--- config.mk ---
export PLATFORM = sky130hd
export DESIGN_NAME = latch_write_driver
export DESIGN_NICKNAME = d
export VERILOG_FILES = /design/src/rtl/latch_write_driver.sv
export SDC_FILE = /design/constraint.sdc
export NUM_CORES = 1
export LEC_CHECK = 0
export BUFFER_PORTS_ARGS = -buffer_cell sky130_fd_sc_hd__buf_2
export CORE_MARGIN = 2
export CORE_UTILIZATION = 30
export DETAILED_ROUTE_END_ITERATION = 10
export GPL_ROUTABILITY_DRIVEN = 1
export HOLD_SLACK_MARGIN = 0.08
export PLACE_DENSITY_LB_ADDON = 0.05
export SYNTH_ARGS = -nofsm -noshare
export SYNTH_HDL_FRONTEND = slang
export SYNTH_SLANG_ARGS = --single-unit
--- constraint.sdc ---
create_clock -name clk -period 4.9 [get_ports clk]
set_input_delay 0.49 -clock clk [delete_from_list [all_inputs] [get_ports clk]]
set_output_delay 0.49 -clock clk [all_outputs]
set_load 0.02 [all_outputs]
--- src/rtl/latch_write_driver.sv ---
// latch_write_driver: sequences one-word writes into a downstream level-sensitive latch.
// The driver takes one word per valid/ready handshake. It puts the word on lat_data,
// waits the setup window, pulses lat_en for the pulse window, and then holds lat_data
// for the hold window before it accepts the next word.
// All state updates happen on the FALLING edge of clk. rst is synchronous and active-high.
//
// Ports:
//   clk       clock, state updates on negedge
//   rst       synchronous active-high reset, sampled on negedge
//   in_valid  producer has a word
//   in_data   word to write (WIDTH bits)
//   in_ready  driver can accept a word; decoded from state (and rst) only
//   lat_data  registered data bus to the latch
//   lat_en    registered latch enable (latch transparent while high)
//   busy      registered, write sequence in progress
//   done      registered one-cycle pulse when a sequence completes
//
// Optional feature, macro LWD_READBACK_EN:
//   rb_data   latch output fed back for checking
//   rb_err    sticky compare-error flag, checked on the edge that leaves HOLD,
//             cleared only by rst

module latch_write_driver #(
    parameter int unsigned WIDTH     = 32,
    parameter int unsigned SETUP_CYC = 1,
    parameter int unsigned PULSE_CYC = 2,
    parameter int unsigned HOLD_CYC  = 1
) (
    input  logic             clk,
    input  logic             rst,
    input  logic             in_valid,
    input  logic [WIDTH-1:0] in_data,
    output logic             in_ready,
    output logic [WIDTH-1:0] lat_data,
    output logic             lat_en,
    output logic             busy,
    output logic             done
`ifdef LWD_READBACK_EN
    ,
    input  logic [WIDTH-1:0] rb_data,
    output logic             rb_err
`endif
);

    localparam int unsigned CNT_W = 4;

    localparam logic [CNT_W-1:0] SETUP_LOAD = CNT_W'(SETUP_CYC - 1);
    localparam logic [CNT_W-1:0] PULSE_LOAD = CNT_W'(PULSE_CYC - 1);
    localparam logic [CNT_W-1:0] HOLD_LOAD  = CNT_W'(HOLD_CYC - 1);

    typedef enum logic [1:0] {
        IDLE  = 2'd0,
        SETUP = 2'd1,
        PULSE = 2'd2,
        HOLD  = 2'd3
    } state_t;

    state_t             state_q, state_d;
    logic [CNT_W-1:0]   cnt_q, cnt_d;
    logic [WIDTH-1:0]   lat_data_q, lat_data_d;
    logic               lat_en_q, lat_en_d;
    logic               busy_q, busy_d;
    logic               done_q, done_d;
`ifdef LWD_READBACK_EN
    logic               rb_err_q, rb_err_d;
`endif

    // State and registered outputs. The latch side samples on the falling edge.
    always_ff @(negedge clk) begin
        if (rst) begin
            state_q    <= IDLE;
            cnt_q      <= '0;
            lat_data_q <= '0;
            lat_en_q   <= 1'b0;
            busy_q     <= 1'b0;
            done_q     <= 1'b0;
`ifdef LWD_READBACK_EN
            rb_err_q   <= 1'b0;
`endif
        end else begin
            state_q    <= state_d;
            cnt_q      <= cnt_d;
            lat_data_q <= lat_data_d;
            lat_en_q   <= lat_en_d;
            busy_q     <= busy_d;
            done_q     <= done_d;
`ifdef LWD_READBACK_EN
            rb_err_q   <= rb_err_d;
`endif
        end
    end

    // Next-state logic and next values of the registered outputs.
    always_comb begin
        state_d    = state_q;
        cnt_d      = cnt_q;
        lat_data_d = lat_data_q;
        lat_en_d   = lat_en_q;
        busy_d     = busy_q;
        done_d     = 1'b0;
`ifdef LWD_READBACK_EN
        rb_err_d   = rb_err_q;
`endif

        case (state_q)
            IDLE: begin
                lat_en_d = 1'b0;
                busy_d   = 1'b0;
                // in_ready is implied here: the reset path takes priority in the register.
                if (in_valid) begin
                    lat_data_d = in_data;
                    cnt_d      = SETUP_LOAD;
                    busy_d     = 1'b1;
                    state_d    = SETUP;
                end
            end

            SETUP: begin
                if (cnt_q == '0) begin
                    lat_en_d = 1'b1;
                    cnt_d    = PULSE_LOAD;
                    state_d  = PULSE;
                end else begin
                    cnt_d = cnt_q - CNT_W'(1);
                end
            end

            PULSE: begin
                if (cnt_q == '0) begin
                    lat_en_d = 1'b0;
                    cnt_d    = HOLD_LOAD;
                    state_d  = HOLD;
                end else begin
                    cnt_d = cnt_q - CNT_W'(1);
                end
            end

            HOLD: begin
                if (cnt_q == '0) begin
                    done_d  = 1'b1;
                    busy_d  = 1'b0;
                    state_d = IDLE;
`ifdef LWD_READBACK_EN
                    // The latch has been closed for the whole hold window, so its output must match.
                    if (rb_data != lat_data_q) begin
                        rb_err_d = 1'b1;
                    end
`endif
                end else begin
                    cnt_d = cnt_q - CNT_W'(1);
                end
            end

            default: begin
                state_d = IDLE;
            end
        endcase
    end

    // Ready depends only on the state, so there is no combinational path from in_valid.
    assign in_ready = (state_q == IDLE) && !rst;

    assign lat_data = lat_data_q;
    assign lat_en   = lat_en_q;
    assign busy     = busy_q;
    assign done     = done_q;
`ifdef LWD_READBACK_EN
    assign rb_err   = rb_err_q;
`endif

endmodule

# After elaboration in Yosys (flattened, before gate mapping)
# Cells that the tools add are included.
# totals
regBits	41
output_inout_bits	36
word_cells	44
# classes
add_sub_neg	1
n_eq_ne	8
muxes	16
bitwise	1
n_reduce_logical	12
# ops
operator	n
2-to-1 mux 4 bit	4
one-hot mux 4 bit (4 select lines)	1
!= test 2 bit (second input constant)	5
2-to-1 mux 2 bit	4
one-hot mux 2 bit (4 select lines)	1
AND reduction 2 bit	3
== test 2 bit (second input constant)	2
logical NOT 4 bit	1
2-to-1 mux 1 bit	4
AND reduction 4 bit	1
subtractor 4 x 1 -> 4 bit (second input constant)	1
one-hot mux 1 bit (3 select lines)	1
AND reduction 3 bit	1
nonzero test 3 bit	1
== test 2 x 1 -> 1 bit (second input constant)	1
logical NOT 2 bit	1
one-hot mux 1 bit (2 select lines)	1
nonzero test 2 bit	1
OR reduction 2 bit	1
logical AND 1 bit	1
logical NOT 1 bit	1
NOT 1 bit	1

# Logic depth before layout (Yosys ltp)
# depth
depth_word	3
ltp_mapped	8
ltp_nobuf	5

==> flow_summary.json <==
{
  "postLayoutCoreUtil_pct": 42.4,
  "wire_per_inst_microns": 11.2,
  "core.rowCount": 27,
  "cts-root-buf": "clkbuf_8",
  "final_nets": 354,
  "vdd_drop_max_mv": 0.224,
  "die_w_microns": 78.5,
  "synth_common_cells": "nand2_1 (67), dfxtp_1 (41), a21oi_1 (36), clkbuf_1 (8)",
  "start_util_pct": 30.6,
  "drc_errors": 0,
  "end_kind": "output port",
  "fill_cells": 593,
  "ys.flop_type": "dfxtp_1",
  "antenna_found_initial": 0,
  "p_leak_uw": 0.00122,
  "path_cells": "inv_1, ha_1, nor2b_1, buf_2",
  "synth.largest_area_cell": "dfxtp_1",
  "crit_required_ns": 4.41,
  "io-pin-count": 71,
  "path_buf_inv": 2,
  "synth-seq-cells": 41,
  "synth.most_common_cell": "nand2_1",
  "synth_seq_area_share_pct": 49.3,
  "finalPower_uw": 1260,
  "ctsResizeCount": 0,
  "grt_first_pass_wirelength_mm": 7.03,
  "grt_pass1_vias": 1640,
  "async_flop_share_pct": 0,
  "post_cts_buffers": 0,
  "syn_nets": 248,
  "clock-skew-final_ns": 0.0128,
  "routed_wl_mm": 4.31,
  "slowest_stage": "dfxtp_1",
  "port-buffer-count": 70,
  "hpwlAfterDp_mm": 2.79,
  "dp_slack_ns": 0.635,
  "tightest_slew_ns": 0.763,
  "netlist_instances": 207,
  "drv_slew": 0,
  "fin_ws_ns": 0.434,
  "hold_slack_ns": 0.446,
  "maxSlewHeadroom_pct": 49.0,
  "rsz0062_at_grt": "no",
  "crit_family": "flip-flops",
  "cts_tree": "built",
  "cp_max_fo": 10,
  "ctsHoldBuffers": 0,
  "cts_made_buffers": 5,
  "yosys_warnings": 0,
  "first_iter_violations": 56,
  "start_kind": "register",
  "cts.sinks": 41,
  "syn_to_final_growth_pct": 38.5,
  "dr.pass1.iters": 4,
  "status": "finished, final reports clean",
  "arrival_ns": 3.98,
  "grt_max_degree": 40,
  "die_h_microns": 78.5,
  "synthTopCellsByArea": "dfxtp_1 (49%), nand2_1 (15%), a21oi_1 (11%)",
  "antenna_cells": 0,
  "routabilityCongestion": 0.744,
  "vias_per_cell": 4.39,
  "clk_latency_ns": 0.36,
  "setup_viol": 0,
  "grt_overflow": 0,
  "syn_area_per_cell_sq_um": 8.05,
  "slowest_delay_ns": 0.33,
  "clk_pin_slew_ns": 0.03,
  "fin_tns_setup_ns": 0,
  "htreeDepth": 2,
  "drive_gt1_share_pct": 25.8,
  "ant_nets": 0,
  "netlist_area_sq_mm": 0.00167,
  "multi_input_area_sq_um": 761,
  "via_count": 1696,
  "min_path_type": "register to register",
  "grt_util_all_layers_pct": 14.1,
  "yosys.area.top_type_share_pct": 49.3,
  "regArea_sq_um": 821,
  "hold_viol_final": 0,
  "power.density_mw_per_mm2": 545,
  "fp.coreArea_sq_mm": 0.00544,
  "clockBufferDepth": 2,
  "synth_edf_count": 0,
  "critical_path_class": "register to output port",
  "max-cap-violations": 0,
  "yosysUniqueCellTypes": 33,
  "dieArea_sq_mm": 0.00616
}
-- metal layers --
| layer | track usage [%] | vias to the layer above | routed length [microns] |
|---|---|---|---|
| met5 | 0 | - | 0 |
| met2 | 20.3 | 49 | 2010 |
| met1 | 16.5 | 752 | 1960 |
| li1 | - | 891 | - |
| met4 | 8.95 | 0 | 49 |
| met3 | 6.90 | 4 | 289 |
-- state kept, by name, indices dropped and copies added, names as in the netlist --
signal,count
cnt_q,4
lat_en,1
lat_data,32
busy,1
done,1
state_q,2
-- worst min-delay path, stage by stage, from the launching register on --
cell	delay (ns)
dfxtp_1	0.29
nand2_1	0.05
a21oi_1	0.05
-- final timing paths --
check                             startpoint            to  slack, ns  cells past startpoint
worst max register to register    state_q[0]  lat_data[10]       2.92                      6
worst min register to register  lat_data[16]  lat_data[16]       0.45                      2
worst max-delay path              state_q[0]      in_ready       0.43                      4
worst min-delay path            lat_data[16]  lat_data[16]       0.45                      2
-- logic make-up (layout without fill, tap and decap cells) --
kind of cell | count (synthesis) | count (layout) | share of synthesized area, %
buf+inv | 19 | 126 | 5.03
fa+ha+maj | 6 | 6 | 4.51
compound gates | 48 | 48 | 16.4
mux | 1 | 1 | 0.601
xor+xnor | 1 | 1 | 0.526
flops | 41 | 41 | 49.3
simple gates | 91 | 91 | 23.7
-- power by group --
part | internal (uW) | switching [uW] | leakage (uW)
registers | 404 | 39.6 | 0.000336
logic | 174 | 295 | 0.000621
clock network | 141 | 202 | 0.000264
total | 720 | 537 | 0.00122
-- placed cells by master (no fill, tap or decap), types with 2 or more instances in the layout --
cell	count
a211oi_1	2
a21oi_1	36
buf_2	70
clkbuf_8	5
dfxtp_1	41
ha_1	6
inv_1	47
nand2_1	67
nand2b_1	2
nand3_1	4
nor2_1	5
nor2b_1	3
o211ai_1	2
o21ai_0	2
-- through the flow --
stage	cell area, sq um	std cells
final	2310	386
after global routing	2310	386
after detailed placement	2070	338
after CTS	2310	386
after global placement	2070	338
after floorplan	1670	207
-- area by class of cell --
class	count	share of cell area (%)
Sequential cell	41	35.6
Multi-Input combinational cell	147	33.0
Timing Repair Buffer	72	16.4
Clock inverter	44	7.33
Tap cell	72	3.91
Clock buffer	5	2.98
Inverter	5	0.814
No activity file was read; power rests on OpenSTA's default activity.
